===== src/rtl/rv_ctrl_pkg.sv =====
// rv_ctrl_pkg
//   Shared encodings for the RV32 decode/control slice: opcodes, ALU codes,
//   result-mux codes, SLT modes, immediate formats and the control bundle that
//   travels from decode into the ID/EX register.
package rv_ctrl_pkg;

  localparam logic [6:0] OP_RTYPE  = 7'b0110011;
  localparam logic [6:0] OP_ITYPE  = 7'b0010011;
  localparam logic [6:0] OP_LOAD   = 7'b0000011;
  localparam logic [6:0] OP_STORE  = 7'b0100011;
  localparam logic [6:0] OP_BRANCH = 7'b1100011;
  localparam logic [6:0] OP_JAL    = 7'b1101111;
  localparam logic [6:0] OP_JALR   = 7'b1100111;
  localparam logic [6:0] OP_LUI    = 7'b0110111;
  localparam logic [6:0] OP_AUIPC  = 7'b0010111;

  typedef enum logic [2:0] {
    ALU_ADD = 3'd0, ALU_SUB = 3'd1, ALU_AND = 3'd2, ALU_OR  = 3'd3,
    ALU_XOR = 3'd4, ALU_SLL = 3'd5, ALU_SRA = 3'd6, ALU_SRL = 3'd7
  } alu_op_e;

  typedef enum logic [2:0] {
    RES_ALU = 3'd0, RES_MEM = 3'd1, RES_PC4 = 3'd2,
    RES_IMM = 3'd3, RES_PCIMM = 3'd4, RES_MDU = 3'd5
  } result_src_e;

  typedef enum logic [1:0] {
    SLT_NONE = 2'd0, SLT_SIGNED = 2'd1, SLT_UNSIGNED = 2'd2
  } slt_ctrl_e;

  typedef enum logic [2:0] {
    IMM_I = 3'd0, IMM_S = 3'd1, IMM_B = 3'd2, IMM_J = 3'd3, IMM_U = 3'd4
  } imm_src_e;

  typedef struct packed {
    logic        reg_write;
    logic        mem_write;
    logic        jump;
    logic        jump_type;
    logic        branch;
    result_src_e result_src;
    logic [2:0]  branch_type;
    alu_op_e     alu_ctrl;
    logic        alu_src;
    slt_ctrl_e   slt_ctrl;
    logic [2:0]  strobe;
    logic [2:0]  mdu_op;
    logic        is_mdu;
  } ctrl_t;

  // Shared by R-type and I-type ALU ops; alt is funct7[5] where it is meaningful.
  function automatic alu_op_e alu_sel(input logic [2:0] f3, input logic alt);
    case (f3)
      3'b000:  return alt ? ALU_SUB : ALU_ADD;
      3'b001:  return ALU_SLL;
      3'b010,
      3'b011:  return ALU_SUB;
      3'b100:  return ALU_XOR;
      3'b101:  return alt ? ALU_SRA : ALU_SRL;
      3'b110:  return ALU_OR;
      default: return ALU_AND;
    endcase
  endfunction

  function automatic slt_ctrl_e slt_sel(input logic [2:0] f3);
    case (f3)
      3'b010:  return SLT_SIGNED;
      3'b011:  return SLT_UNSIGNED;
      default: return SLT_NONE;
    endcase
  endfunction

endpackage


===== src/rtl/rv_ctrl_decode.sv =====
// rv_ctrl_decode
//   Purely combinational RV32I(+M) decoder.
//   instr_i   : instruction word in decode
//   valid_i   : instr_i is a real instruction
//   imm_src_o : immediate format select, independent of validity
//   ctrl_o    : control bundle, all zero when invalid or illegal
//   illegal_o : valid instruction with an unsupported encoding
module rv_ctrl_decode import rv_ctrl_pkg::*; #(
  parameter bit ENABLE_M = 1'b1
) (
  input  logic [31:0] instr_i,
  input  logic        valid_i,
  output logic [2:0]  imm_src_o,
  output ctrl_t       ctrl_o,
  output logic        illegal_o
);

  logic [6:0] opcode;
  logic [2:0] f3;
  logic [6:0] f7;
  logic       illegal;
  logic       unused_fields;

  assign opcode = instr_i[6:0];
  assign f3     = instr_i[14:12];
  assign f7     = instr_i[31:25];
  // Register indices are consumed by the datapath, not here.
  assign unused_fields = ^{instr_i[24:15], instr_i[11:7]};

  always_comb begin
    ctrl_o    = '0;
    illegal   = 1'b0;
    imm_src_o = IMM_I;
    case (opcode)
      OP_RTYPE: begin
        ctrl_o.reg_write = 1'b1;
        if (f7 == 7'b0000001) begin
          if (ENABLE_M) begin
            ctrl_o.is_mdu     = 1'b1;
            ctrl_o.result_src = RES_MDU;
            ctrl_o.mdu_op     = f3;
          end else begin
            illegal = 1'b1;
          end
        end else if (f7 == 7'b0000000 ||
                     (f7 == 7'b0100000 && (f3 == 3'b000 || f3 == 3'b101))) begin
          ctrl_o.alu_ctrl = alu_sel(f3, f7[5]);
          ctrl_o.slt_ctrl = slt_sel(f3);
        end else begin
          illegal = 1'b1;
        end
      end
      OP_ITYPE: begin
        ctrl_o.reg_write = 1'b1;
        ctrl_o.alu_src   = 1'b1;
        // Only shifts carry funct7; elsewhere bit30 is immediate data.
        ctrl_o.alu_ctrl  = alu_sel(f3, (f3 == 3'b101) && f7[5]);
        ctrl_o.slt_ctrl  = slt_sel(f3);
        if (f3 == 3'b001 && f7 != 7'b0000000)
          illegal = 1'b1;
        if (f3 == 3'b101 && f7 != 7'b0000000 && f7 != 7'b0100000)
          illegal = 1'b1;
      end
      OP_LOAD: begin
        ctrl_o.reg_write  = 1'b1;
        ctrl_o.alu_src    = 1'b1;
        ctrl_o.result_src = RES_MEM;
        ctrl_o.strobe     = f3;
        if (f3 == 3'b011 || f3 == 3'b110 || f3 == 3'b111)
          illegal = 1'b1;
      end
      OP_STORE: begin
        imm_src_o        = IMM_S;
        ctrl_o.mem_write = 1'b1;
        ctrl_o.alu_src   = 1'b1;
        ctrl_o.strobe    = f3;
        if (f3[2] || f3 == 3'b011)
          illegal = 1'b1;
      end
      OP_BRANCH: begin
        imm_src_o          = IMM_B;
        ctrl_o.branch      = 1'b1;
        ctrl_o.branch_type = f3;
        ctrl_o.alu_ctrl    = ALU_SUB;
        ctrl_o.slt_ctrl    = f3[2] ? (f3[1] ? SLT_UNSIGNED : SLT_SIGNED) : SLT_NONE;
        if (f3 == 3'b010 || f3 == 3'b011)
          illegal = 1'b1;
      end
      OP_JAL: begin
        imm_src_o         = IMM_J;
        ctrl_o.reg_write  = 1'b1;
        ctrl_o.jump       = 1'b1;
        ctrl_o.result_src = RES_PC4;
      end
      OP_JALR: begin
        ctrl_o.reg_write  = 1'b1;
        ctrl_o.jump       = 1'b1;
        ctrl_o.jump_type  = 1'b1;
        ctrl_o.alu_src    = 1'b1;
        ctrl_o.result_src = RES_PC4;
        if (f3 != 3'b000)
          illegal = 1'b1;
      end
      OP_LUI: begin
        imm_src_o         = IMM_U;
        ctrl_o.reg_write  = 1'b1;
        ctrl_o.result_src = RES_IMM;
      end
      OP_AUIPC: begin
        imm_src_o         = IMM_U;
        ctrl_o.reg_write  = 1'b1;
        ctrl_o.result_src = RES_PCIMM;
      end
      default: illegal = 1'b1;
    endcase
    if (illegal || !valid_i)
      ctrl_o = '0;
  end

  assign illegal_o = illegal && valid_i;

endmodule


===== src/rtl/rv_decode_ctrl_pipe.sv =====
// rv_decode_ctrl_pipe
//   RV32 control unit: decode, ID/EX control register (valid/stall/flush) and
//   the IDLE/BUSY sequencer for multi-cycle MUL/DIV.
//   Inputs : CLK, RST (async, active high), InstrD, ValidD, StallE, FlushE, MduDoneE
//   Outputs: ImmSrcD, StallD (combinational); ValidE, IllegalE and the E-stage
//            control bundle; MduStartE / MduKillE one-cycle pulses.
module rv_decode_ctrl_pipe import rv_ctrl_pkg::*; #(
  parameter bit ENABLE_M   = 1'b1,
  parameter int ALU_CTRL_W = 4
) (
  input  logic                  CLK,
  input  logic                  RST,
  input  logic [31:0]           InstrD,
  input  logic                  ValidD,
  input  logic                  StallE,
  input  logic                  FlushE,
  input  logic                  MduDoneE,
  output logic [2:0]            ImmSrcD,
  output logic                  StallD,
  output logic                  ValidE,
  output logic                  IllegalE,
  output logic                  RegWriteE,
  output logic                  MemWriteE,
  output logic                  JumpE,
  output logic                  JumpTypeE,
  output logic                  BranchE,
  output logic [2:0]            ResultSrcE,
  output logic [2:0]            BranchTypeE,
  output logic [ALU_CTRL_W-1:0] ALUControlE,
  output logic                  ALUSrcE,
  output logic [1:0]            SLTControlE,
  output logic [2:0]            StrobeE,
  output logic [2:0]            MduOpE,
  output logic                  MduStartE,
  output logic                  MduKillE
);

  typedef enum logic {S_IDLE = 1'b0, S_BUSY = 1'b1} state_e;

  ctrl_t  dec_ctrl;
  logic   dec_illegal;
  state_e state_q, state_d;
  ctrl_t  ctrl_q, ctrl_d;
  logic   valid_q, valid_d;
  logic   illegal_q, illegal_d;
  logic   start_q, start_d;
  logic   kill_q, kill_d;
  logic   load;
  logic   launch;
  logic   unused_is_mdu;

  rv_ctrl_decode #(.ENABLE_M(ENABLE_M)) u_decode (
    .instr_i   (InstrD),
    .valid_i   (ValidD),
    .imm_src_o (ImmSrcD),
    .ctrl_o    (dec_ctrl),
    .illegal_o (dec_illegal)
  );

  // Done releases decode in the same cycle so the next op can load on that edge.
  assign StallD = (state_q == S_BUSY) && !MduDoneE;
  assign load   = !FlushE && !StallE && !StallD;
  assign launch = load && dec_ctrl.is_mdu;

  always_comb begin
    state_d = state_q;
    start_d = 1'b0;
    kill_d  = 1'b0;
    case (state_q)
      S_IDLE: begin
        if (launch) begin
          state_d = S_BUSY;
          start_d = 1'b1;
        end
      end
      S_BUSY: begin
        if (FlushE) begin
          // A result completing on the flush edge is simply dropped; no abort needed.
          state_d = S_IDLE;
          kill_d  = !MduDoneE;
        end else if (MduDoneE) begin
          state_d = launch ? S_BUSY : S_IDLE;
          start_d = launch;
        end
      end
      default: state_d = S_IDLE;
    endcase

    ctrl_d    = ctrl_q;
    valid_d   = valid_q;
    illegal_d = illegal_q;
    if (FlushE) begin
      ctrl_d    = '0;
      valid_d   = 1'b0;
      illegal_d = 1'b0;
    end else if (load) begin
      ctrl_d    = dec_ctrl;
      valid_d   = ValidD;
      illegal_d = dec_illegal;
    end
  end

  always_ff @(posedge CLK or posedge RST) begin
    if (RST) begin
      state_q   <= S_IDLE;
      ctrl_q    <= '0;
      valid_q   <= 1'b0;
      illegal_q <= 1'b0;
      start_q   <= 1'b0;
      kill_q    <= 1'b0;
    end else begin
      state_q   <= state_d;
      ctrl_q    <= ctrl_d;
      valid_q   <= valid_d;
      illegal_q <= illegal_d;
      start_q   <= start_d;
      kill_q    <= kill_d;
    end
  end

  assign unused_is_mdu = ctrl_q.is_mdu;

  assign ValidE      = valid_q;
  assign IllegalE    = illegal_q;
  assign RegWriteE   = ctrl_q.reg_write;
  assign MemWriteE   = ctrl_q.mem_write;
  assign JumpE       = ctrl_q.jump;
  assign JumpTypeE   = ctrl_q.jump_type;
  assign BranchE     = ctrl_q.branch;
  assign ResultSrcE  = ctrl_q.result_src;
  assign BranchTypeE = ctrl_q.branch_type;
  assign ALUControlE = ALU_CTRL_W'(ctrl_q.alu_ctrl);
  assign ALUSrcE     = ctrl_q.alu_src;
  assign SLTControlE = ctrl_q.slt_ctrl;
  assign StrobeE     = ctrl_q.strobe;
  assign MduOpE      = ctrl_q.mdu_op;
  assign MduStartE   = start_q;
  assign MduKillE    = kill_q;

endmodule


===== config.mk =====
export PLATFORM = sky130hd
export DESIGN_NAME = rv_decode_ctrl_pipe
export DESIGN_NICKNAME = d
export VERILOG_FILES = /design/src/rtl/rv_ctrl_pkg.sv /design/src/rtl/rv_ctrl_decode.sv /design/src/rtl/rv_decode_ctrl_pipe.sv
export SDC_FILE = /design/constraint.sdc
export NUM_CORES = 1
export LEC_CHECK = 0
export ABC_CLOCK_PERIOD_IN_PS = 2100
export BUFFER_PORTS_ARGS = -buffer_cell sky130_fd_sc_hd__clkbuf_2
export CELL_PAD_IN_SITES_DETAIL_PLACEMENT = 0
export CELL_PAD_IN_SITES_GLOBAL_PLACEMENT = 1
export CORE_ASPECT_RATIO = 1.1
export CORE_MARGIN = 5
export CORE_UTILIZATION = 39
export CTS_CLUSTER_SIZE = 40
export DETAILED_ROUTE_END_ITERATION = 7
export GPL_ROUTABILITY_DRIVEN = 0
export PLACE_DENSITY_LB_ADDON = 0.05
export SYNTH_ARGS = -nofsm -noshare
export SYNTH_HDL_FRONTEND = slang
export SYNTH_HIERARCHICAL = 1
export SYNTH_SLANG_ARGS = --single-unit

===== constraint.sdc =====
create_clock -name CLK -period 2.1 [get_ports CLK]
set_clock_uncertainty 0.15 [all_clocks]
set_input_delay 0.42 -clock CLK [delete_from_list [all_inputs] [get_ports CLK]]
set_output_delay 0.42 -clock CLK [all_outputs]
set_load 0.03 [all_outputs]

Word level (Yosys, flattened, before mapping). Cells that the tools add are included.

Bits of input ports: 38. Logic and storage cells: 124. Register bits after elaboration: 28. Output and inout bits: 32.

Equal/unequal tests: 19. Reduce and logical (&&, ||, !) cells: 34. Mux-type cells: 53. Bitwise gates (word level): 1.

Operators with widths (number): $mux 24 (3); $pmux 3 s6 (2); $mux 1 (29); $eq 7x6->1 const B (4); $eq 7x7->1 const B (3); $mux 3 (5); $pmux 3 s5 (1); $eq 7x5->1 const B (2); $eq 3x3->1 const B (4); $pmux 3 s4 (1); $logic_and 1x1->1 (10); $pmux 3 s3 (1); $mux 2 (4); $mux 4 (2); $reduce_or 2->1 (4); $eq 7x1->1 const B (1); $eq 7x2->1 const B (1); $logic_not 7->1 (1); $logic_or 1x1->1 (7); $ne 7x6->1 const B (1); $pmux 1 s7 (1); $reduce_bool 7->1 (1); $reduce_or 7->1 (1); $eq 3x2->1 const B (2); 11 further kinds (16).

Logic depth before layout (Yosys ltp).
Depth after elaboration: 14. Gate-level depth with buffers: 9. Gate-level depth less buffers: 7.

Hierarchy. Netlist, hierarchy kept.

Modules (own cells, without submodules): rv_decode_ctrl_pipe (cells an instance 126, sequential area each 700.7 µm², area an instance 1307.5 µm², instances 1); rv_ctrl_decode (cells an instance 116, sequential area each 0.0 µm², area an instance 683.2 µm², instances 1).

Worst setup path after synthesis. Ideal clock, no wire load.

Kind: in2out. From: in InstrD[2]. To: out ImmSrcD[0]. Setup slack: -996 ps. Buffers on the path: 1. Arrival time: 2526 ps. Required time: 1530 ps. Stages on the path: 3. Cells stage by stage: buf_2 or3_1 a2111oi_0.

Word-level cells in the longest chain between the ends: 3. Elaborated cells between the ends (all ways): 7.

Ends and longest elaborated chain: start: declaration (line rv_decode_ctrl_pipe.sv:13) `input logic [31:0] InstrD,`; $eq 7x6->1 / $eq 7x5->1 (equally long branches) (line rv_ctrl_decode.sv:34) `case (opcode)`; $reduce_or 2->1 (no source line); $pmux 3 s4 (*) (line rv_ctrl_decode.sv:34); end: declaration (line rv_decode_ctrl_pipe.sv:18) `output logic [2:0] ImmSrcD,`.

Mark *: on every way between the ends. The rest lies on a longest branch, timed or not.

==> impl_metrics.env <==
export IMPL_placed_cell_area_sq_um=2640
export IMPL_ir_drop_mv=0.203
export IMPL_yosysWarnings=6
export IMPL_ys_seq_area_frac=0.352
export IMPL_clkPwrFrac=0.259
export IMPL_clk_path_buf_depth=2
export IMPL_synthesis_instances=242
export IMPL_clk_pin_slew_ns=0.09
export IMPL_fillerInstances=475
export IMPL_syn_nets=280
export IMPL_dieHeight_um=84.9
export IMPL_cts_hold_buf=0
export IMPL_antenna_found_initial=0
export IMPL_die_area_sq_um=6630
export IMPL_comb_power_share=0.234
export IMPL_drv_cap=0
export IMPL_cp_end_kind="flop"
export IMPL_port_buffers=53
export IMPL_slew_limit_headroom=0.598
export IMPL_finalCritPeriodShare=1.16
export IMPL_worstSetupPathType="input pin to flop"
export IMPL_htree_levels=1
export IMPL_regArea_sq_um=701
export IMPL_routed_wl_um=5880
export IMPL_tightest_slew_ns=0.603
export IMPL_core_area_sq_um=4970
export IMPL_wl_per_cell_um=15.3
export IMPL_timing_fmax_mhz=410
export IMPL_rows=27
export IMPL_p_sw_uw=292
export IMPL_start_util=0.401
export IMPL_min_period_ns=2.44
export IMPL_gr_usage_met1=0.240
export IMPL_finalSetupViolations=23
export IMPL_synthTopCellsByCount="a21oi_1, dfrtp_1, or3b_1"
export IMPL_multi_input_area_sq_um=1360
export IMPL_grt_usage=0.179
export IMPL_vias_per_cell=5.43
export IMPL_use_met2=0.307
export IMPL_drt_iter0_drc=113
export IMPL_num_vias=2080
export IMPL_required_ns=2.14
export IMPL_clkSinkCount=28
export IMPL_overflow=0
export IMPL_top_usage_layer="met2"
export IMPL_drc=0
export IMPL_violations="setup timing"
export IMPL_grt_pass1_vias=2139
export IMPL_drive_above_1_share=0.443
export IMPL_syn2layout_area_growth_pct=48.0
export IMPL_avgSynthCellArea_sq_um=8.23
export IMPL_cp_max_fo=7
export IMPL_p_sw_frac=0.273
export IMPL_crit_path_start_kind="input pin"
export IMPL_synth_edf_count=0
export IMPL_p_total_uw=1070
export IMPL_finalNetCount=365
export IMPL_hold_viol_final=0
export IMPL_p_per_area_nw_per_um2=363
export IMPL_layout_setup_ws_ns=-0.338
export IMPL_mappedNetlistArea_sq_um=1990
export IMPL_ant_nets=0
export IMPL_cts_buffers=3
export IMPL_p_leak_uw=0.00123
export IMPL_cp_arrival_ns=2.48
export IMPL_grt_pass1_wl_um=10100
export IMPL_post_dp_hpwl_um=4390
export IMPL_firstDrtPassIters=4
export IMPL_tritoncts="yes"
export IMPL_grt_max_degree=29
export IMPL_synth_area_top_cells="dfrtp_1, or3b_1, a21oi_1"
export IMPL_fin_area_sq_um=2950
export IMPL_p_int_uw=778
export IMPL_ios=70
export IMPL_use_met3=0.0138
export IMPL_maxSlewViolCount=0
export IMPL_synth_cell_type_count=45
export IMPL_synth_top_area_cell="dfrtp_1"
export IMPL_diodes=0
export IMPL_rsz0062_at_grt="true"
export IMPL_die_w_um=78.1
export IMPL_outcome="complete, but fails checks"
export IMPL_synth_top_cell_area_share=0.352
export IMPL_hp_class="input pin to async pin"
export IMPL_clock_root_buffer="clkbuf_8"
export IMPL_ys_flop_type="dfrtp_1"
export IMPL_seqPwrFrac=0.506
export IMPL_synthArstFlopShare=1.00
export IMPL_clock_latency_ns=0.26
export IMPL_pre_cts_ws_ns=-0.670
export IMPL_ys_ff_latch=28
==> per-stage QoR <==
stage | hold WS, ns | TNS, ns | utilization | cells
2_1_floorplan | 0.335 | -5.19 | - | 242
3_3_place_gp | 0.334 | -12.12 | 0.532 | 375
3_5_place_dp | 0.335 | -12.88 | 0.532 | 375
4_1_cts | 0.0386 | -4.36 | 0.571 | 379
5_1_grt | 0.0651 | -8.53 | 0.593 | 383
6_report | 0.0281 | -4.67 | 0.593 | 383
==> critical path: stages <==
cell	delay (ns)
buf_6	0.10
nor4_4	0.27
nand2_1	0.10
o211a_1	0.23
or4_4	0.59
nor4_1	0.26
or3b_1	0.38
a21oi_2	0.13
==> metal layers <==
| layer | up-vias | part of all wire |
|---|---|---|
| met5 | - | 0 |
| met4 | 0 | 0.014 |
| met3 | 6 | 0.041 |
| met2 | 51 | 0.50 |
| met1 | 967 | 0.45 |
| li1 | 1056 | - |
==> cell families after synthesis <==
| family | share of synthesized area |
|---|---|
| flops | 0.352 |
| xor+xnor | 0.00880 |
| other cells | 0.00188 |
| mux | 0.00503 |
| compound gates | 0.218 |
| buf+inv | 0.0798 |
| simple gates | 0.334 |
==> flip-flops by register name (all words and copies together), names as in the netlist <==
signal       cells
ALUControlE      3
ALUSrcE          1
BranchE          1
BranchTypeE      3
IllegalE         1
JumpE            1
JumpTypeE        1
MduKillE         1
MduOpE           3
MduStartE        1
MemWriteE        1
RegWriteE        1
ResultSrcE       3
SLTControlE      2
StrobeE          3
ValidE           1
state_q          1
==> final timing paths <==
path,from,end,slack [ns],depth (start not counted)
worst min register to register,ResultSrcE[2]$_DFFE_PP0P_,ResultSrcE[2]$_DFFE_PP0P_,0.40,2
worst min-delay path,RST,ALUControlE[1]$_DFFE_PP0P_,0.03,3
min in group CLK,ValidD,ValidE$_DFFE_PP0P_,0.37,3
worst max-delay path,InstrD[31],StrobeE[1]$_DFFE_PP0P_,-0.34,8
max in group asynchronous,RST,RegWriteE$_DFFE_PP0P_,1.51,3
worst max register to register,state_q$_DFF_PP0_,MemWriteE$_DFFE_PP0P_,0.60,4
==> power groups by stage <==
stage | combinational [uW] | sequential, uW | clock (uW)
2_1_floorplan | 110 | 557 | 0
3_3_place_gp | 220 | 552 | 0
4_1_cts | 238 | 542 | 290
5_1_grt | 274 | 542 | 316
6_report | 251 | 542 | 278
3_5_place_dp | 221 | 552 | 0
==> layout by cell type (no fill, tap or decap), types with 10 or more instances in the layout <==
master | netlist | routed
nand2_1 | 10 | 10
dfrtp_1 | 28 | 28
a21oi_1 | 28 | 25
o21ai_1 | 11 | 11
buf_4 | 3 | 48
or3b_1 | 25 | 24
o21ai_0 | 19 | 18
clkbuf_2 | 0 | 47
nor3_1 | 16 | 11
nor2_1 | 18 | 14
==> timing repair <==
action	CTS	global route
gates resized for setup	22	27
buffers inserted	1	4
pin swaps	2	7
endpoints found under the setup margin	26	29
==> layout make-up <==
cell class | instances | share of cell area
clock buffer | 3 | 0.0140
sequential | 28 | 0.238
timing repair buffer | 107 | 0.256
inverter | 5 | 0.00637
multi-input combinational | 182 | 0.461
tap | 58 | 0.0246
Note: power is estimated with default switching activity, not from simulation.
